[config.mk]
export PLATFORM = sky130hd
export DESIGN_NAME = led_counter_pwm_ar
export DESIGN_NICKNAME = d
export VERILOG_FILES = /design/src/rtl/led_counter_pwm_ar.sv
export SDC_FILE = /design/constraint.sdc
export NUM_CORES = 1
export LEC_CHECK = 0
export ABC_AREA = 1
export BUFFER_PORTS_ARGS = -buffer_cell sky130_fd_sc_hd__buf_2
export CORE_MARGIN = 3
export CORE_UTILIZATION = 69
export DETAILED_ROUTE_END_ITERATION = 12
export PLACE_DENSITY = 0.86
export SLEW_MARGIN = 10
export SYNTH_ARGS = -nofsm -noshare
export SYNTH_HDL_FRONTEND = slang
export SYNTH_SLANG_ARGS = --single-unit
[constraint.sdc]
create_clock -name clk -period 6.59 [get_ports clk]
set_input_delay 1.318 -clock clk [delete_from_list [all_inputs] [get_ports clk]]
set_output_delay 1.318 -clock clk [all_outputs]
set_load 0.01 [all_outputs]
[src/rtl/led_counter_pwm_ar.sv]
// led_counter_pwm_ar
//   User-panel block. Four raw pushbuttons drive a signed saturating up/down
//   counter and a saturating brightness level. The counter is shown on WIDTH
//   LEDs, dimmed by a PWM with LEVELS duty steps. Each button has its own
//   synchroniser, debouncer and press/hold-to-repeat event generator.
//
// Ports
//   clk      in   1      system clock
//   reset_n  in   1      synchronous, active-low reset
//   btn      in   4      raw buttons, active-high: [0] dec, [1] inc, [2] dim, [3] brighten
//   led      out  WIDTH  count gated by the PWM phase
//   count    out  WIDTH  current signed (two's complement) counter value
//   level    out  4      current brightness level, zero-extended
//   pwm_on   out  1      registered PWM phase
//
// Latency from a clean raw press to a count change:
//   2 (synchroniser) + DEBOUNCE_CYCLES + 1 (event register) + 1 (counter register).
module led_counter_pwm_ar #(
  parameter int unsigned WIDTH           = 4,
  parameter int unsigned LEVELS          = 6,
  parameter int unsigned RESET_LEVEL     = 5,
  parameter int unsigned PWM_PERIOD      = 100000,
  parameter int unsigned DEBOUNCE_CYCLES = 1000000,
  parameter int unsigned REPEAT_DELAY    = 50000000,
  parameter int unsigned REPEAT_PERIOD   = 10000000
) (
  input  logic             clk,
  input  logic             reset_n,
  input  logic [3:0]       btn,
  output logic [WIDTH-1:0] led,
  output logic [WIDTH-1:0] count,
  output logic [3:0]       level,
  output logic             pwm_on
);

  // ---------------------------------------------------------------------------
  // Elaboration-time parameter checks
  // ---------------------------------------------------------------------------
  if (WIDTH < 2 || WIDTH > 16) begin : g_bad_width
    $error("led_counter_pwm_ar: WIDTH must be in 2..16");
  end
  if (LEVELS < 2 || LEVELS > 16) begin : g_bad_levels
    $error("led_counter_pwm_ar: LEVELS must be in 2..16");
  end
  if (RESET_LEVEL >= LEVELS) begin : g_bad_reset_level
    $error("led_counter_pwm_ar: RESET_LEVEL must be below LEVELS");
  end
  if (PWM_PERIOD < 1 || (LEVELS > 1 && (PWM_PERIOD % (LEVELS - 1)) != 0)) begin : g_bad_pwm
    $error("led_counter_pwm_ar: PWM_PERIOD must be >= 1 and divisible by LEVELS-1");
  end
  if (DEBOUNCE_CYCLES < 1) begin : g_bad_debounce
    $error("led_counter_pwm_ar: DEBOUNCE_CYCLES must be >= 1");
  end
  if (REPEAT_DELAY < 1 || REPEAT_PERIOD < 1) begin : g_bad_repeat
    $error("led_counter_pwm_ar: REPEAT_DELAY and REPEAT_PERIOD must be >= 1");
  end

  // ---------------------------------------------------------------------------
  // Derived constants
  // ---------------------------------------------------------------------------
  localparam int unsigned DbW     = (DEBOUNCE_CYCLES > 1) ? $clog2(DEBOUNCE_CYCLES) : 1;
  localparam int unsigned TmrMax  = (REPEAT_DELAY > REPEAT_PERIOD) ? REPEAT_DELAY
                                                                    : REPEAT_PERIOD;
  localparam int unsigned TmrW    = (TmrMax > 1) ? $clog2(TmrMax) : 1;
  localparam int unsigned PcW     = (PWM_PERIOD > 1) ? $clog2(PWM_PERIOD) : 1;
  localparam int unsigned PwmStep = (LEVELS > 1) ? PWM_PERIOD / (LEVELS - 1) : 1;

  localparam logic [WIDTH-1:0] CntMax   = {1'b0, {(WIDTH-1){1'b1}}};
  localparam logic [WIDTH-1:0] CntMin   = {1'b1, {(WIDTH-1){1'b0}}};
  localparam logic [3:0]       LevelMax = 4'(LEVELS - 1);
  localparam logic [3:0]       LevelRst = 4'(RESET_LEVEL);

  typedef enum logic [1:0] {
    StIdle,
    StHold,
    StRpt
  } btn_state_e;

  // ---------------------------------------------------------------------------
  // Two-flop synchroniser for all buttons
  // ---------------------------------------------------------------------------
  logic [3:0] sync1_q;
  logic [3:0] sync2_q;

  always_ff @(posedge clk) begin
    if (!reset_n) begin
      sync1_q <= '0;
      sync2_q <= '0;
    end else begin
      sync1_q <= btn;
      sync2_q <= sync1_q;
    end
  end

  // One registered, single-cycle event strobe per button.
  logic [3:0] btn_event;

  // ---------------------------------------------------------------------------
  // Per-button debounce and press/repeat event FSM
  // ---------------------------------------------------------------------------
  for (genvar i = 0; i < 4; i++) begin : g_btn
    logic            deb_q, deb_d;
    logic [DbW-1:0]  db_cnt_q, db_cnt_d;
    btn_state_e      state_q, state_d;
    logic [TmrW-1:0] tmr_q, tmr_d;
    logic            ev_q, ev_d;

    // Debounce: the accepted value only follows the synced input after it has
    // differed for DEBOUNCE_CYCLES consecutive cycles; agreement clears the run.
    always_comb begin
      deb_d    = deb_q;
      db_cnt_d = '0;
      if (sync2_q[i] != deb_q) begin
        if (db_cnt_q == DbW'(DEBOUNCE_CYCLES - 1)) begin
          deb_d = sync2_q[i];
        end else begin
          db_cnt_d = db_cnt_q + DbW'(1);
        end
      end
    end

    // Event FSM. IDLE is only re-entered while the debounced level is low, so
    // seeing it high in IDLE is exactly a debounced rising edge.
    always_comb begin
      state_d = state_q;
      tmr_d   = tmr_q;
      ev_d    = 1'b0;
      if (!deb_q) begin
        state_d = StIdle;
        tmr_d   = '0;
      end else begin
        case (state_q)
          StIdle: begin
            ev_d    = 1'b1;
            state_d = StHold;
            tmr_d   = '0;
          end
          StHold: begin
            if (tmr_q == TmrW'(REPEAT_DELAY - 1)) begin
              ev_d    = 1'b1;
              state_d = StRpt;
              tmr_d   = '0;
            end else begin
              tmr_d = tmr_q + TmrW'(1);
            end
          end
          StRpt: begin
            if (tmr_q == TmrW'(REPEAT_PERIOD - 1)) begin
              ev_d  = 1'b1;
              tmr_d = '0;
            end else begin
              tmr_d = tmr_q + TmrW'(1);
            end
          end
          default: begin
            state_d = StIdle;
            tmr_d   = '0;
          end
        endcase
      end
    end

    always_ff @(posedge clk) begin
      if (!reset_n) begin
        deb_q    <= 1'b0;
        db_cnt_q <= '0;
        state_q  <= StIdle;
        tmr_q    <= '0;
        ev_q     <= 1'b0;
      end else begin
        deb_q    <= deb_d;
        db_cnt_q <= db_cnt_d;
        state_q  <= state_d;
        tmr_q    <= tmr_d;
        ev_q     <= ev_d;
      end
    end

    assign btn_event[i] = ev_q;
  end

  // ---------------------------------------------------------------------------
  // Saturating counter and brightness level
  // ---------------------------------------------------------------------------
  logic [WIDTH-1:0] count_q, count_d;
  logic [3:0]       level_q, level_d;

  // Opposing events in the same cycle cancel.
  logic ev_dec, ev_inc, ev_dim, ev_bri;
  assign ev_dec = btn_event[0] & ~btn_event[1];
  assign ev_inc = btn_event[1] & ~btn_event[0];
  assign ev_dim = btn_event[2] & ~btn_event[3];
  assign ev_bri = btn_event[3] & ~btn_event[2];

  always_comb begin
    count_d = count_q;
    if (ev_dec && count_q != CntMin) begin
      count_d = count_q - WIDTH'(1);
    end else if (ev_inc && count_q != CntMax) begin
      count_d = count_q + WIDTH'(1);
    end
  end

  always_comb begin
    level_d = level_q;
    if (ev_dim && level_q != 4'd0) begin
      level_d = level_q - 4'd1;
    end else if (ev_bri && level_q != LevelMax) begin
      level_d = level_q + 4'd1;
    end
  end

  always_ff @(posedge clk) begin
    if (!reset_n) begin
      count_q <= '0;
      level_q <= LevelRst;
    end else begin
      count_q <= count_d;
      level_q <= level_d;
    end
  end

  // ---------------------------------------------------------------------------
  // PWM: free-running period counter; duty threshold follows the current level
  // without restarting the period.
  // ---------------------------------------------------------------------------
  logic [PcW-1:0] pc_q, pc_d;
  logic [31:0]    pwm_thr;
  logic           pwm_q, pwm_d;

  assign pwm_thr = 32'(level_q) * PwmStep;

  always_comb begin
    pc_d  = (pc_q == PcW'(PWM_PERIOD - 1)) ? '0 : pc_q + PcW'(1);
    pwm_d = (32'(pc_q) < pwm_thr);
  end

  always_ff @(posedge clk) begin
    if (!reset_n) begin
      pc_q  <= '0;
      pwm_q <= 1'b0;
    end else begin
      pc_q  <= pc_d;
      pwm_q <= pwm_d;
    end
  end

  // ---------------------------------------------------------------------------
  // Outputs
  // ---------------------------------------------------------------------------
  assign count  = count_q;
  assign level  = level_q;
  assign pwm_on = pwm_q;
  assign led    = count_q & {WIDTH{pwm_q}};

endmodule

==> results.yml, run 1 <==
clocking:
  cts.repair.resized: 0
  path_clk_slew_ns: 0.06
  hold_buffers: 0
  root_buffer: "clkbuf_16"
  clock_path_buffers: 3
  cts_setup_buffers: 0
  cts_tree: "yes"
  cts_buffers: 24
  cts_max_level: 1
  numClockSinks: 234
  insertion_delay_ns: 0.52
logic_synthesis:
  synth_top_family_by_area: "simple AND/OR/NAND/NOR gates"
  synth_top_area_share: 0.369
  synthFlopType: "dfxtp_1"
  synth_edf_count: 0
  synth_cells: 1799
  synth-compound-area-share: 0.0456
  synth.top_cells.by_count: "nand2_1, nor2_1, inv_1"
  synth_cell_types: 44
  synthTopCellsByArea: "dfxtp_1, nand2_1, nor2_1"
  ys_ff_latch: 234
  yosys.area_share.simple: 0.359
  synth_xor_xnor_area_share: 0.0806
  synth_top_cell_by_area: "dfxtp_1"
  avgSynthCellArea_um2: 7.06
  yosysMostFrequentCell: "nand2_1"
  postSynth.asyncResetShare: 0
  syn_area_um2: 12700
  ys_warn_count: 0
  synth_mux_area_frac: 0
  synth_fp_nets: 1867
  synthAdderAreaFrac: 0.0640
  ys_seq_area_frac: 0.369
worst_hold_path:
  hold_path.startpoint: "sync1_q[1]$_SDFF_PN0_"
  hp-class: "register to register"
routing:
  drt_wl_total_um: 26200
  drt_iter0_drc: 656
  vias: 11200
  dr.pass1.iters: 9
  avgRoutedWirePerCell_um: 12.7
  post-route-drc-count: 0
  ant_nets: 0
  routed_via_density: 5.43
global_route:
  grt_usage: 0.261
  grt_first_pass_wirelength_um: 45900
  grt_max_degree: 29
  first_global_vias: 10800
  antenna_found_initial: 0
  grt.overflow.total: 0
floorplanning:
  die_area_um2: 20100
  rows: 48
  io_pins: 19
  core_um2: 17700
  start_util: 0.720
  die_w_um: 142
  die_h_um: 142
sta:
  finalSetupViolations: 0
  rsz0062_at_grt: "no"
  finClkSkew_ns: 0.0114
  hold_violations: 0
  finalMaxSlewViolations: 0
  period_needed_ns: 3.32
  timing.fmax_ghz: 0.301
  fin_crit_sh: 0.504
  max_slew.worst_pin.slew_ns: 0.784
  finalSetupTns_ns: 0
  max-slew-margin-rel: 0.476
finish:
  layout.nets: 1891
  diodes: 0
  syn2layout_area_growth_pct: 8.24
  drive_gt1_frac: 0.0592
critical_path:
  reg2reg_from: "level[2]$_SDFFE_PN1P_"
  path_class: "register to register"
  crit_path_end_kind: "register"
  cp_max_fo: 10
  cp_slowest_cell: "dfxtp_1"
  required_ns: 7.04
  startpoint: "level[2]$_SDFFE_PN1P_"
  r2r_slack_ns: 3.27
  worstSetupStartpointType: "register"
  worstPathCellList: "inv_1 -> fa_1 -> inv_1 -> ha_1 -> ha_1 -> nand3_1 -> nand3_1 -> a21oi_1 -> nor2_1 -> nor2_1 -> xor2_1 -> ha_1 -> nand2_1 -> inv_1 -> nand2_1 -> nand2_1 -> a21oi_1"
  cp_slowest_stage_delay_ns: 0.56
  arrival_ns: 3.77
place:
  gp_congestion: 0.961
  io_buffers: 18
  dp_hpwl_um: 18500
pwr:
  ir_drop_uv: 233
  power_density_nw_per_um2: 209
  power.total_w: 0.00287
  p_leak_nw: 4.98
run_status:
  outcome: "complete, no violations"
job:
  maxCapViolCount: 0
[layout make-up]
type,count,area [um^2]
Multi-Input combinational cell,1310,6970
Sequential cell,234,4680
Fill cell,1336,3900
Inverter,235,882
Clock buffer,31,667
Tap cell,225,282
Clock inverter,13,176
Timing Repair Buffer,18,90.1
[final timing paths]
kind / end / cells after the start
worst max register to register: pwm_on$_SDFF_PN0_ / 17
worst max-delay path: pwm_on$_SDFF_PN0_ / 17
worst min-delay path: sync2_q[1]$_SDFF_PN0_ / 2
worst min register to register: sync2_q[1]$_SDFF_PN0_ / 2
[worst max-delay path, delay by kind of cell, from the launching register on]
| kind | cells | cell delay, ns |
|---|---|---|
| DFF | 1 | 0.56 |
| adders and majority gates | 4 | 1.41 |
| and+or+nand+nor | 7 | 0.57 |
| xor gates and xnor gates | 1 | 0.17 |
| buffers and inverters | 3 | 0.26 |
| AOI/OAI and AO/OA | 2 | 0.29 |
[layer usage]
layer,global-route usage,vias to the layer above,wire (um),part of all wire
li1,-,5788,-,-
met1,0.331,5089,11900,0.45
met2,0.462,288,12400,0.47
met3,0.0354,62,1230,0.047
met4,0.0793,0,632,0.024
met5,0,-,0,0
[cell families (layout without fill, tap and decap cells)]
kind of cell / Yosys count / count (layout)
AO/OA/AOI/OAI: 109 / 109
adder cells (fa/ha/maj): 62 / 62
flip-flops: 234 / 234
AND/OR/NAND/NOR: 1022 / 1022
XOR/XNOR: 117 / 117
buffers and inverters: 255 / 297
[power breakdown]
part	switching (W)	leakage [nW]	internal, W
combinational	0.0000130	2.67	0.00000479
sequential	0.00000313	1.89	0.00142
clock	0.000556	0.423	0.000872
total	0.000572	4.98	0.00230
[metrics by stage]
step | setup WS, ns | util | hold WS [ns] | cells | area [um^2]
2_1_floorplan | 3.54 | - | 0.390 | 1799 | 12700
3_3_place_gp | 3.45 | 0.731 | 0.403 | 2022 | 12900
3_5_place_dp | 3.31 | 0.731 | 0.400 | 2022 | 12900
4_1_cts | 3.29 | 0.779 | 0.423 | 2066 | 13800
5_1_grt | 2.98 | 0.779 | 0.452 | 2066 | 13800
6_report | 3.27 | 0.779 | 0.419 | 2066 | 13800
[registers in the layout (all words and copies together), names as in the netlist]
register and count:
pc_q 17, g_btn.tmr_q 104, sync1_q 4, g_btn.db_cnt_q 80, pwm_on 1, g_btn.deb_q 4
count 4, g_btn.ev_q 4, sync2_q 4, g_btn.state_q 8, level 4
[cells in the final DEF (no fill, tap or decap), types with 2 or more instances in the layout]
cell / Yosys / final
dfxtp_1: 234 / 234
xor2_1: 82 / 82
nand3b_1: 9 / 9
nand2_4: 2 / 2
or2_2: 7 / 7
nor2_4: 4 / 4
clkinv_2: 0 / 8
nor3_2: 4 / 4
nand3_1: 98 / 98
clkbuf_16: 0 / 24
bufinv_16: 0 / 4
clkbuf_1: 2 / 3
clkbuf_8: 0 / 4
nand4_1: 72 / 72
fa_1: 5 / 5
o21ai_0: 31 / 31
a21o_1: 2 / 2
nor4_1: 7 / 7
nor3b_1: 14 / 14
a31oi_1: 4 / 4
nor2_1: 346 / 346
buf_2: 5 / 18
inv_1: 235 / 235
ha_1: 57 / 57
or3_1: 2 / 2
a21oi_1: 63 / 63
nor2_2: 13 / 13
xnor2_1: 35 / 35
nand3_4: 2 / 2
nand2_2: 13 / 13
nor3_1: 73 / 73
o21bai_1: 2 / 2
nand2_1: 350 / 350
(Power assumes the default switching activity.)
==> run 2, diff against run 1 <==
--- a/config.mk
+++ b/config.mk
@@ -8,9 +8,9 @@
 export ABC_AREA = 1
 export BUFFER_PORTS_ARGS = -buffer_cell sky130_fd_sc_hd__buf_2
 export CORE_MARGIN = 3
-export CORE_UTILIZATION = 69
+export CORE_UTILIZATION = 57
 export DETAILED_ROUTE_END_ITERATION = 12
-export PLACE_DENSITY = 0.86
+export PLACE_DENSITY = 0.76
 export SLEW_MARGIN = 10
 export SYNTH_ARGS = -nofsm -noshare
 export SYNTH_HDL_FRONTEND = slang
==> constraint.sdc (replaced) <==
create_clock -name clk -period 2.8 [get_ports clk]
set_input_delay 0.56 -clock clk [delete_from_list [all_inputs] [get_ports clk]]
set_output_delay 0.56 -clock clk [all_outputs]
set_load 0.01 [all_outputs]
==> run 2 against run 1 <==
Compared with the run above:
- non-clock buffer count increased by 11
- critical path depth decreased by 2
- design area increased by 2.5%
- routed wire length decreased by 1.1%
- clock power increased by 150%
- global-route usage decreased by 4.8 points
- cell count increased by 3.1%
- die area increased by 20%
- critical endpoint unchanged
- highest routed layer unchanged
==> results.yml, run 2 (synthesis gave the netlist of run 1 again) <==
floorplanning:
  rows: 53
  start_util: 0.591
  core_um2: 21500
  die_h_um: 155
  die_w_um: 155
  io_pins: 19
  die_area_um2: 24100
finish:
  regMostFlops: "g_btn.tmr_q"
  syn2layout_area_growth_pct: 10.9
  diodes: 0
  largest_register_ffs: 104
  largestRegisters: "g_btn.tmr_q (104), g_btn.db_cnt_q (80), pc_q (17)"
  layout.nets: 1904
  register_area_um2: 4690
  final_cell_mix: "nand2_1, nor2_1, inv_1, dfxtp_1, nand3_1"
  finalNonFillerCells: 2131
  layout_commonest_cell: "nand2_1"
  drive_gt1_frac: 0.0765
  multiInputGateArea_um2: 7080
  nFillCells: 1916
  utilization: 0.656
critical_path:
  arrival_ns: 3.20
  reg2reg_from: "level[3]$_SDFFE_PN0P_"
  crit_buf_inv: 5
  required_ns: 3.25
  cp_slowest_cell: "fa_1"
  cp_top_family: "adder cells"
  path_class: "register to register"
  worstSetupStartpointType: "register"
  cp_max_fo: 2
  worstPathCellList: "inv_2 -> fa_1 -> inv_2 -> ha_4 -> inv_1 -> fa_2 -> inv_1 -> a31oi_1 -> xor2_1 -> ha_1 -> nand2_1 -> inv_1 -> nand2_1 -> nand2_1 -> a21oi_2"
  startpoint: "level[3]$_SDFFE_PN0P_"
  cp_slowest_stage_delay_ns: 0.55
  crit_path_end_kind: "register"
pwr:
  p_leak_nw: 5.07
  combPwrFrac: 0.006
  switching_share: 0.201
  intPower_w: 0.00555
  p_seq_frac: 0.481
  p_sw_w: 0.00140
  ir_drop_uv: 443
  power_density_nw_per_um2: 493
  clockPowerShare: 0.512
run_status:
  outcome: "complete, no violations"
global_route:
  grt_first_pass_wirelength_um: 45600
  grt.overflow.total: 0
  grt_max_degree: 27
  first_global_vias: 10700
  grt_usage: 0.213
  antenna_found_initial: 0
place:
  io_buffers: 18
  pre_cts_slack_ns: -0.0963
  placed_cells: 2081
  dp_hpwl_um: 18300
  gp_congestion: 0.912
sta:
  period_needed_ns: 2.75
  max-slew-margin-rel: 0.535
  finalSetupViolations: 0
  finalMaxSlewViolations: 0
  rsz0062_at_grt: "yes"
  worst_slack_ns: 0.0497
  max_slew.worst_pin.slew_ns: 0.696
  finClkSkew_ns: 0.0142
  hold_violations: 0
  finalSetupTns_ns: 0
  fin_crit_sh: 0.982
  hold-worst-slack_ns: 0.220
  timing.fmax_ghz: 0.364
routing:
  drt_iter0_drc: 682
  vias: 11100
  ant_nets: 0
  dr.pass1.iters: 5
  routed_via_density: 5.23
  drt_wl_total_um: 25900
  avgRoutedWirePerCell_um: 12.2
  post-route-drc-count: 0
clocking:
  root_buffer: "clkbuf_16"
  cts_max_level: 1
  clock_path_buffers: 3
  hold_buffers: 0
  cts_buffers: 26
  numClockSinks: 234
  cts_tree: "yes"
  insertion_delay_ns: 0.52
  path_clk_slew_ns: 0.06
worst_hold_path:
  hp-class: "input port to register"
  hold_path.startpoint: "btn[1]"
job:
  maxCapViolCount: 0
==> run 2: changes by cell type in the layout (fill, tap and decap cells not counted), moves of 4 or more <==
cell	delta
buf_4	+11
ha_1	-6
ha_4	+6
clkbuf_16	+4
inv_1	-4
==> run 2: layout make-up <==
class | instances | area share
inverters | 235 | 0.0628
repair buffers | 29 | 0.0122
flip-flops and latches | 234 | 0.333
well taps | 275 | 0.0244
clock inverters | 13 | 0.0107
multi-input cells | 1310 | 0.503
clock buffers | 35 | 0.0544
==> run 2: worst paths after layout <==
| check | to | slack [ns] | depth (start not counted) |
|---|---|---|---|
| setup / recovery | pwm_on$_SDFF_PN0_ | 0.05 | 15 |
| hold reg to reg | sync2_q[2]$_SDFF_PN0_ | 0.42 | 2 |
| hold / removal | sync1_q[1]$_SDFF_PN0_ | 0.22 | 3 |
| setup reg to reg | pwm_on$_SDFF_PN0_ | 0.05 | 15 |
==> run 2: power groups by stage <==
stage          Combinational (W)  Sequential, W  Clock [W]
6_report               0.0000430        0.00335    0.00356
4_1_cts                0.0000433        0.00335    0.00365
2_1_floorplan          0.0000322        0.00342          0
3_5_place_dp           0.0000427        0.00342          0
3_3_place_gp           0.0000418        0.00342          0
5_1_grt                0.0000508        0.00335    0.00378
==> run 2: timing repair <==
item,CTS,global route
endpoints found under the setup margin,1,1
resized for setup,3,12
pin swaps,0,13
buffers inserted,1,1
==> run 2: routing by layer <==
metal  wire [um]  up-vias  global-route usage
li1            -     5817                   -
met4         523        0              0.0563
met1       12200     5077               0.274
met2       12300      198               0.380
met5           0        -                   0
met3         965       44              0.0261
==> run 2: per-stage QoR <==
step           power [W]  area, um^2
5_1_grt          0.00717       14100
3_3_place_gp     0.00346       13100
6_report         0.00695       14100
3_5_place_dp     0.00346       13100
2_1_floorplan    0.00345       12700
4_1_cts          0.00704       14000
==> run 2: worst register-to-register path: cells and delay by family, from the launching register on <==
kind	cells	cell delay (ns)
buffers and inverters	5	0.28
AO/OA/AOI/OAI	2	0.26
AND/OR/NAND/NOR	3	0.16
flip-flops	1	0.33
XOR/XNOR	1	0.18
adder cells (fa/ha/maj)	4	1.48
